==> src/rtl/sti_pkg.sv <==
// Shared types and constants for the serial-transmit word scheduler.
package sti_pkg;

   typedef enum logic [2:0] {
      IDLE,
      GRANT,
      LOAD,
      WAIT_START,
      SHIFT,
      DRAIN,
      FINISH
   } state_t;

   localparam int START_TIMEOUT_DEF = 15;

   // cfg word layout: {length[1:0], fill, msb, low, end}
   localparam int CFG_END  = 0;
   localparam int CFG_LOW  = 1;
   localparam int CFG_MSB  = 2;
   localparam int CFG_FILL = 3;
   localparam int CFG_LEN  = 4;

   function automatic logic [5:0] bit_count(input logic [1:0] len);
      return {1'b0, len, 3'b000} + 6'd8;
   endfunction

endpackage

==> src/rtl/sti_sched_rr_arb2.sv <==
// Two-way round-robin arbiter; priority goes to the requester not served last.
module rr_arb2 (
   input  logic       clk,
   input  logic       reset,
   input  logic [1:0] req,
   input  logic       update,
   output logic [1:0] pick
);

   logic last;

   always_comb begin
      pick = req;
      if (req == 2'b11) begin
         pick = last ? 2'b01 : 2'b10;
      end
   end

   // last=1 after reset so requester 0 wins the first tie
   always_ff @(posedge clk or negedge reset) begin
      if (!reset) begin
         last <= 1'b1;
      end else if (update && (pick != 2'b00)) begin
         last <= pick[1];
      end
   end

endmodule

==> src/rtl/sti_sched.sv <==
// Schedules words from two requesters onto one serial transmitter
// and supervises start timeout, bit count and end-of-stream drain.
module sti_sched
   import sti_pkg::*;
#(
   parameter int START_TIMEOUT = START_TIMEOUT_DEF
) (
   input  logic        clk,
   input  logic        reset,
   input  logic [1:0]  en,
   input  logic [1:0]  req,
   output logic [1:0]  gnt,
   input  logic [15:0] r0_data,
   input  logic [15:0] r1_data,
   input  logic [5:0]  r0_cfg,
   input  logic [5:0]  r1_cfg,
   output logic        load,
   output logic [15:0] pi_data,
   output logic [1:0]  pi_length,
   output logic        pi_fill,
   output logic        pi_msb,
   output logic        pi_low,
   output logic        pi_end,
   input  logic        so_valid,
   input  logic        pixel_finish,
   output logic        done,
   output logic        err
);

   localparam logic [7:0] TMO_LAST = 8'(START_TIMEOUT - 1);

   state_t      state;
   logic [1:0]  en_q;
   logic [1:0]  ended;
   logic [1:0]  elig;
   logic [1:0]  pick;
   logic        sel;
   logic        advance;
   logic        other_done;
   logic [15:0] word_data;
   logic [5:0]  word_cfg;
   logic [7:0]  tcnt;
   logic [7:0]  bcnt;

   assign elig      = req & en & ~ended;
   assign advance   = (state == IDLE) && (elig != 2'b00);
   assign word_data = sel ? r1_data : r0_data;
   assign word_cfg  = sel ? r1_cfg : r0_cfg;

   // stream really ends only once the partner is out of the game too
   assign other_done = sel ? (~en_q[0] | ended[0])
                           : (~en_q[1] | ended[1]);

   rr_arb2 u_arb (
      .clk    (clk),
      .reset  (reset),
      .req    (elig),
      .update (advance),
      .pick   (pick)
   );

   always_ff @(posedge clk or negedge reset) begin
      if (!reset) begin
         state     <= IDLE;
         gnt       <= 2'b00;
         load      <= 1'b0;
         pi_data   <= 16'h0000;
         pi_length <= 2'b00;
         pi_fill   <= 1'b0;
         pi_msb    <= 1'b0;
         pi_low    <= 1'b0;
         pi_end    <= 1'b0;
         done      <= 1'b0;
         err       <= 1'b0;
         ended     <= 2'b00;
         en_q      <= 2'b00;
         sel       <= 1'b0;
         tcnt      <= 8'd0;
         bcnt      <= 8'd0;
      end else begin
         gnt  <= 2'b00;
         load <= 1'b0;
         unique case (state)
            IDLE: begin
               en_q <= en;
               if (advance) begin
                  gnt   <= pick;
                  sel   <= pick[1];
                  state <= GRANT;
               end
            end
            GRANT: begin
               pi_data   <= word_data;
               pi_length <= word_cfg[CFG_LEN +: 2];
               pi_fill   <= word_cfg[CFG_FILL];
               pi_msb    <= word_cfg[CFG_MSB];
               pi_low    <= word_cfg[CFG_LOW];
               pi_end    <= word_cfg[CFG_END] & other_done;
               if (word_cfg[CFG_END]) begin
                  ended[sel] <= 1'b1;
               end
               load  <= 1'b1;
               state <= LOAD;
            end
            LOAD: begin
               tcnt  <= 8'd1;
               state <= WAIT_START;
            end
            WAIT_START: begin
               if (so_valid) begin
                  bcnt  <= 8'd1;
                  state <= SHIFT;
               end else if (tcnt >= TMO_LAST) begin
                  err   <= 1'b1;
                  state <= IDLE;
               end else begin
                  tcnt <= tcnt + 8'd1;
               end
            end
            SHIFT: begin
               if (so_valid) begin
                  if (bcnt != 8'hFF) begin
                     bcnt <= bcnt + 8'd1;
                  end
               end else begin
                  if (bcnt != {2'b00, bit_count(pi_length)}) begin
                     err <= 1'b1;
                  end
                  state <= pi_end ? DRAIN : IDLE;
               end
            end
            DRAIN: begin
               if (pixel_finish) begin
                  done  <= 1'b1;
                  state <= FINISH;
               end
            end
            FINISH: begin
               done <= 1'b1;
            end
            default: begin
               state <= IDLE;
            end
         endcase
      end
   end

endmodule

==> config.mk <==
export PLATFORM = sky130hd
export DESIGN_NAME = sti_sched
export DESIGN_NICKNAME = d
export VERILOG_FILES = /design/src/rtl/sti_pkg.sv /design/src/rtl/sti_sched_rr_arb2.sv /design/src/rtl/sti_sched.sv
export SDC_FILE = /design/constraint.sdc
export NUM_CORES = 1
export LEC_CHECK = 0
export CELL_PAD_IN_SITES_DETAIL_PLACEMENT = 0
export CELL_PAD_IN_SITES_GLOBAL_PLACEMENT = 1
export CORE_MARGIN = 10
export CORE_UTILIZATION = 38
export DETAILED_ROUTE_END_ITERATION = 7
export PLACE_DENSITY_LB_ADDON = 0.08
export SYNTH_ARGS = -nofsm -noshare
export SYNTH_HDL_FRONTEND = slang
export SYNTH_SLANG_ARGS = --single-unit
export TNS_END_PERCENT = 100
==> constraint.sdc <==
create_clock -name clk -period 3.3 [get_ports clk]
set_input_delay 0.66 -clock clk [delete_from_list [all_inputs] [get_ports clk]]
set_output_delay 0.66 -clock clk [all_outputs]
set_load 0.05 [all_outputs]
==> summary.md <==
| Metric | Value |
|---|---|
| Outcome | `finished clean` |
| Lkg Pwr | `1.49 nW` |
| Total clock sinks | `52` |
| Post-CTS Setup Inserts | `0` |
| P_int | `0.00175 W` |
| Worst setup path end | `pi_end` |
| Adder-Cell Fraction of Synth Area | `0.0245` |
| Fill cells | `624` |
| Crit path DAT | `1.61 ns` |
| Crit Path Class | `reg2out` |
| Slew Viols, Final | `0` |
| Mux contribution to synthesized area | `0.0903` |
| Sw power | `0.00148 W` |
| Critical-path cell list | `clkdlybuf4s50_1` |
| RSZ-0062 raised after global routing | `no` |
| R2R Setup Slk | `1.28 ns` |
| PortBufs | `78` |
| Final period utilization | `0.687` |
| Startpoint Class | `flop` |
| TritonCTS clock tree | `done` |
| DP Area | `3390 sq um` |
| Slowest CP cell | `clkdlybuf4s50_1` |
| Initial DRC Count | `44` |
| Antenna Nets Post-Route | `0` |
| Place WS | `0.973 ns` |
| Register area share after synthesis | `0.511` |
| Wirelength per Cell | `16.0 microns` |
| Vias after detailed routing | `2060` |
| Critical path's largest stage delay | `0.85 ns` |
| Simple-Gate Fraction of Synth Area | `0.174` |
| Crit path buf inv count | `1` |
| Critical path required time | `2.64 ns` |
| Hold crit path type | `in2async` |
| Switching share of total power | `0.458` |
| Worst skew pair latency | `0.30 ns` |
| Crit end category | `output port` |
| Fin Clk Skew | `0.00483 ns` |
| Cell count after synthesis | `249` |
| Final GP Congestion | `0.794` |
| Post-CTS Hold Buffers | `0` |
| Critical R2R Capture | `pi_length[1]$_DFFE_PN0P_` |
| Post-Synth XOR/XNOR Area | `0.0137` |
| Setup total negative slack | `0 ns` |
| Flops & latches, synth | `52` |
| Number of H-tree levels | `2` |
| Vias in the first global route | `2180` |
| Post-synthesis compound-gate area fraction | `0.149` |
| Die extent in y | `102 microns` |
| Diode count | `0` |
| Synth area leaders | `dfrtp_1, mux2i_1, a21oi_1` |
| Flop pwr share | `0.342` |
| Clock root cell | `clkbuf_8` |
| PostCTS Resize Cnt | `0` |
| Maximum buffer depth of the clock tree | `2` |
| Max-Cap Viols | `0` |
| Core Region | `6420 sq um` |
| Rows | `29` |
| Total Nets Final | `381` |
| Final hold violation count | `0` |
| Crit path max fanout | `4` |
| Synth warnings | `0` |
| Final WS setup | `1.03 ns` |
| Origin of the critical flop-to-flop path | `state[0]$_DFFE_PN0P_` |
| Syn avg cell area | `10.2 sq um` |
| Slew HR | `0.364` |
| CP delay by family, top | `buffers and inverters` |
| Ys flop type | `dfrtp_1` |
| Num CTS Buffers | `5` |
| Clk pwr share | `0.138` |
| R2R cell count | `4` |
| FFs w/ async S/R, synth | `1.00` |
| Chip Width | `102 microns` |
| Post-synth top area share | `0.500` |
| Levels on crit path | `1` |
| Worst Setup SP | `pi_end$_DFFE_PN0P_` |
| Main combinational cell family by area after synthesis | `simple AND/OR/NAND/NOR gates` |
| Final setup violation count | `0` |
| Largest net degree at the start of global routing | `48` |
| Via-to-Cell Ratio | `5.12` |
| EDFF count, synth | `0` |
| First-pass GRT wire length | `10800 microns` |
| Final Instance Area | `3500 sq um` |
| Final min period | `2.27 ns` |
| Placed wire-length estimate | `4800 microns` |
| Synthesized cell area | `2550 sq um` |
| Post-synth cell types | `44` |
| Syn nets | `306` |
| Die area | `10400 sq um` |
| Share of cells above drive strength 1 | `0.0615` |
| Comb pwr share | `0.519` |
| Layout area overhead | `37.3%` |
| Tot GR Track Use | `0.128` |
| Drt pass-1 iters | `4` |
| Initial antenna violation count | `0` |
| FMAX | `0.441 GHz` |
| Initial cell density of the core | `0.397` |
| Final WL | `6430 microns` |
| Ports | `79` |
| Worst-path clk slew | `0.10 ns` |
| DRC Markers | `0` |
| Worst vdd ir | `462 uV` |
| Cell Pwr Density | `923 nW/um^2` |
| Gr ovfl total | `0` |
| Cell taking the most area after synthesis | `dfrtp_1` |
| Worst Max-Slew Pin Slew | `0.952 ns` |
[worst min path at each step]
stage                                to        startpoint  slack (ns)  depth (start not counted)
finish              tcnt[2]$_DFFE_PN0P_             reset        0.37                          1
global placement       done$_DFFE_PN0P_  done$_DFFE_PN0P_        0.44                          1
CTS                 tcnt[2]$_DFFE_PN0P_             reset        0.39                          1
floorplan           bcnt[0]$_DFFE_PN0P_             reset        0.36                          0
detailed placement     done$_DFFE_PN0P_  done$_DFFE_PN0P_        0.45                          1
global route        tcnt[2]$_DFFE_PN0P_             reset        0.41                          1
[routing by layer]
metal  vias to the layer above  global-route usage  wire length (microns)
met5                         -                   0                      0
li1                       1043                   -                      -
met4                         0              0.0293                     47
met2                        51               0.198                   2900
met3                         4              0.0634                    570
met1                       962               0.158                   2920
[metrics by stage]
| stage | utilization | hold WS (ns) | cells | total power [W] |
|---|---|---|---|---|
| after floorplan | - | 0.364 | 249 | 0.00227 |
| after global placement | 0.527 | 0.439 | 394 | 0.00280 |
| after detailed placement | 0.527 | 0.449 | 394 | 0.00281 |
| after CTS | 0.545 | 0.389 | 402 | 0.00328 |
| after global routing | 0.545 | 0.406 | 402 | 0.00347 |
| final | 0.545 | 0.370 | 402 | 0.00323 |
[cell families after synthesis]
logic type / count (synthesis)
flops: 52
simple gates: 84
mux: 23
compound gates: 60
fa+ha+maj: 5
buf+inv: 21
xor+xnor: 4
[Yosys cell counts, types with 3 or more instances]
library cell,n
mux2i_1,23
inv_1,8
dfrtp_1,51
a21oi_1,27
nand3_1,6
buf_2,8
nand4_1,4
o211ai_1,10
or4_1,6
nand3b_1,3
nand2_1,16
nor2b_1,6
nor2_1,28
nand2b_1,3
ha_1,5
clkbuf_1,4
o21ai_0,6
a31oi_1,3
[layout make-up]
class,instances,area (sq um),share of cell area
tap,77,96.3,0.0275
timing repair buffer,81,798,0.228
clock inverter,3,46.3,0.0132
clock buffer,5,68.8,0.0197
sequential,52,1300,0.372
inverter,8,30.0,0.00858
multi-input combinational,176,1160,0.331
[placed cells by master (no fill, tap or decap), types with 2 or more instances in the layout]
cell type | Yosys | layout
a21o_1 | 2 | 2
a21oi_1 | 27 | 27
a31o_2 | 2 | 2
a31oi_1 | 3 | 3
a41oi_1 | 2 | 2
buf_4 | 0 | 3
clkbuf_8 | 0 | 5
clkdlybuf4s50_1 | 0 | 77
dfrtp_1 | 51 | 51
ha_1 | 5 | 5
inv_1 | 8 | 8
mux2i_1 | 23 | 23
nand2_1 | 16 | 16
nand2b_1 | 3 | 3
nand3_1 | 6 | 6
nand3b_1 | 3 | 3
nand4_1 | 4 | 4
nor2_1 | 28 | 28
nor2b_1 | 6 | 5
nor3_1 | 2 | 2
o211ai_1 | 10 | 10
o21ai_0 | 6 | 6
or4_1 | 6 | 6
xnor2_1 | 2 | 2
xor2_1 | 2 | 2
[power by group through the flow]
stage	clock (W)	combinational (W)	sequential (W)
6_report	0.000447	0.00168	0.00111
5_1_grt	0.000488	0.00183	0.00115
4_1_cts	0.000468	0.00171	0.00111
3_5_place_dp	0	0.00170	0.00111
3_3_place_gp	0	0.00170	0.00111
2_1_floorplan	0	0.000740	0.00153
[state kept, by name, indices dropped and copies added (netlist names)]
name,count
pi_end,1
sel,1
pi_fill,1
load,1
pi_msb,1
pi_data,16
pi_length,2
state,3
bcnt,8
u_arb.last,1
done,1
err,1
gnt,2
ended,2
pi_low,1
tcnt,8
en_q,2
No activity file was read; power rests on OpenSTA's default activity.
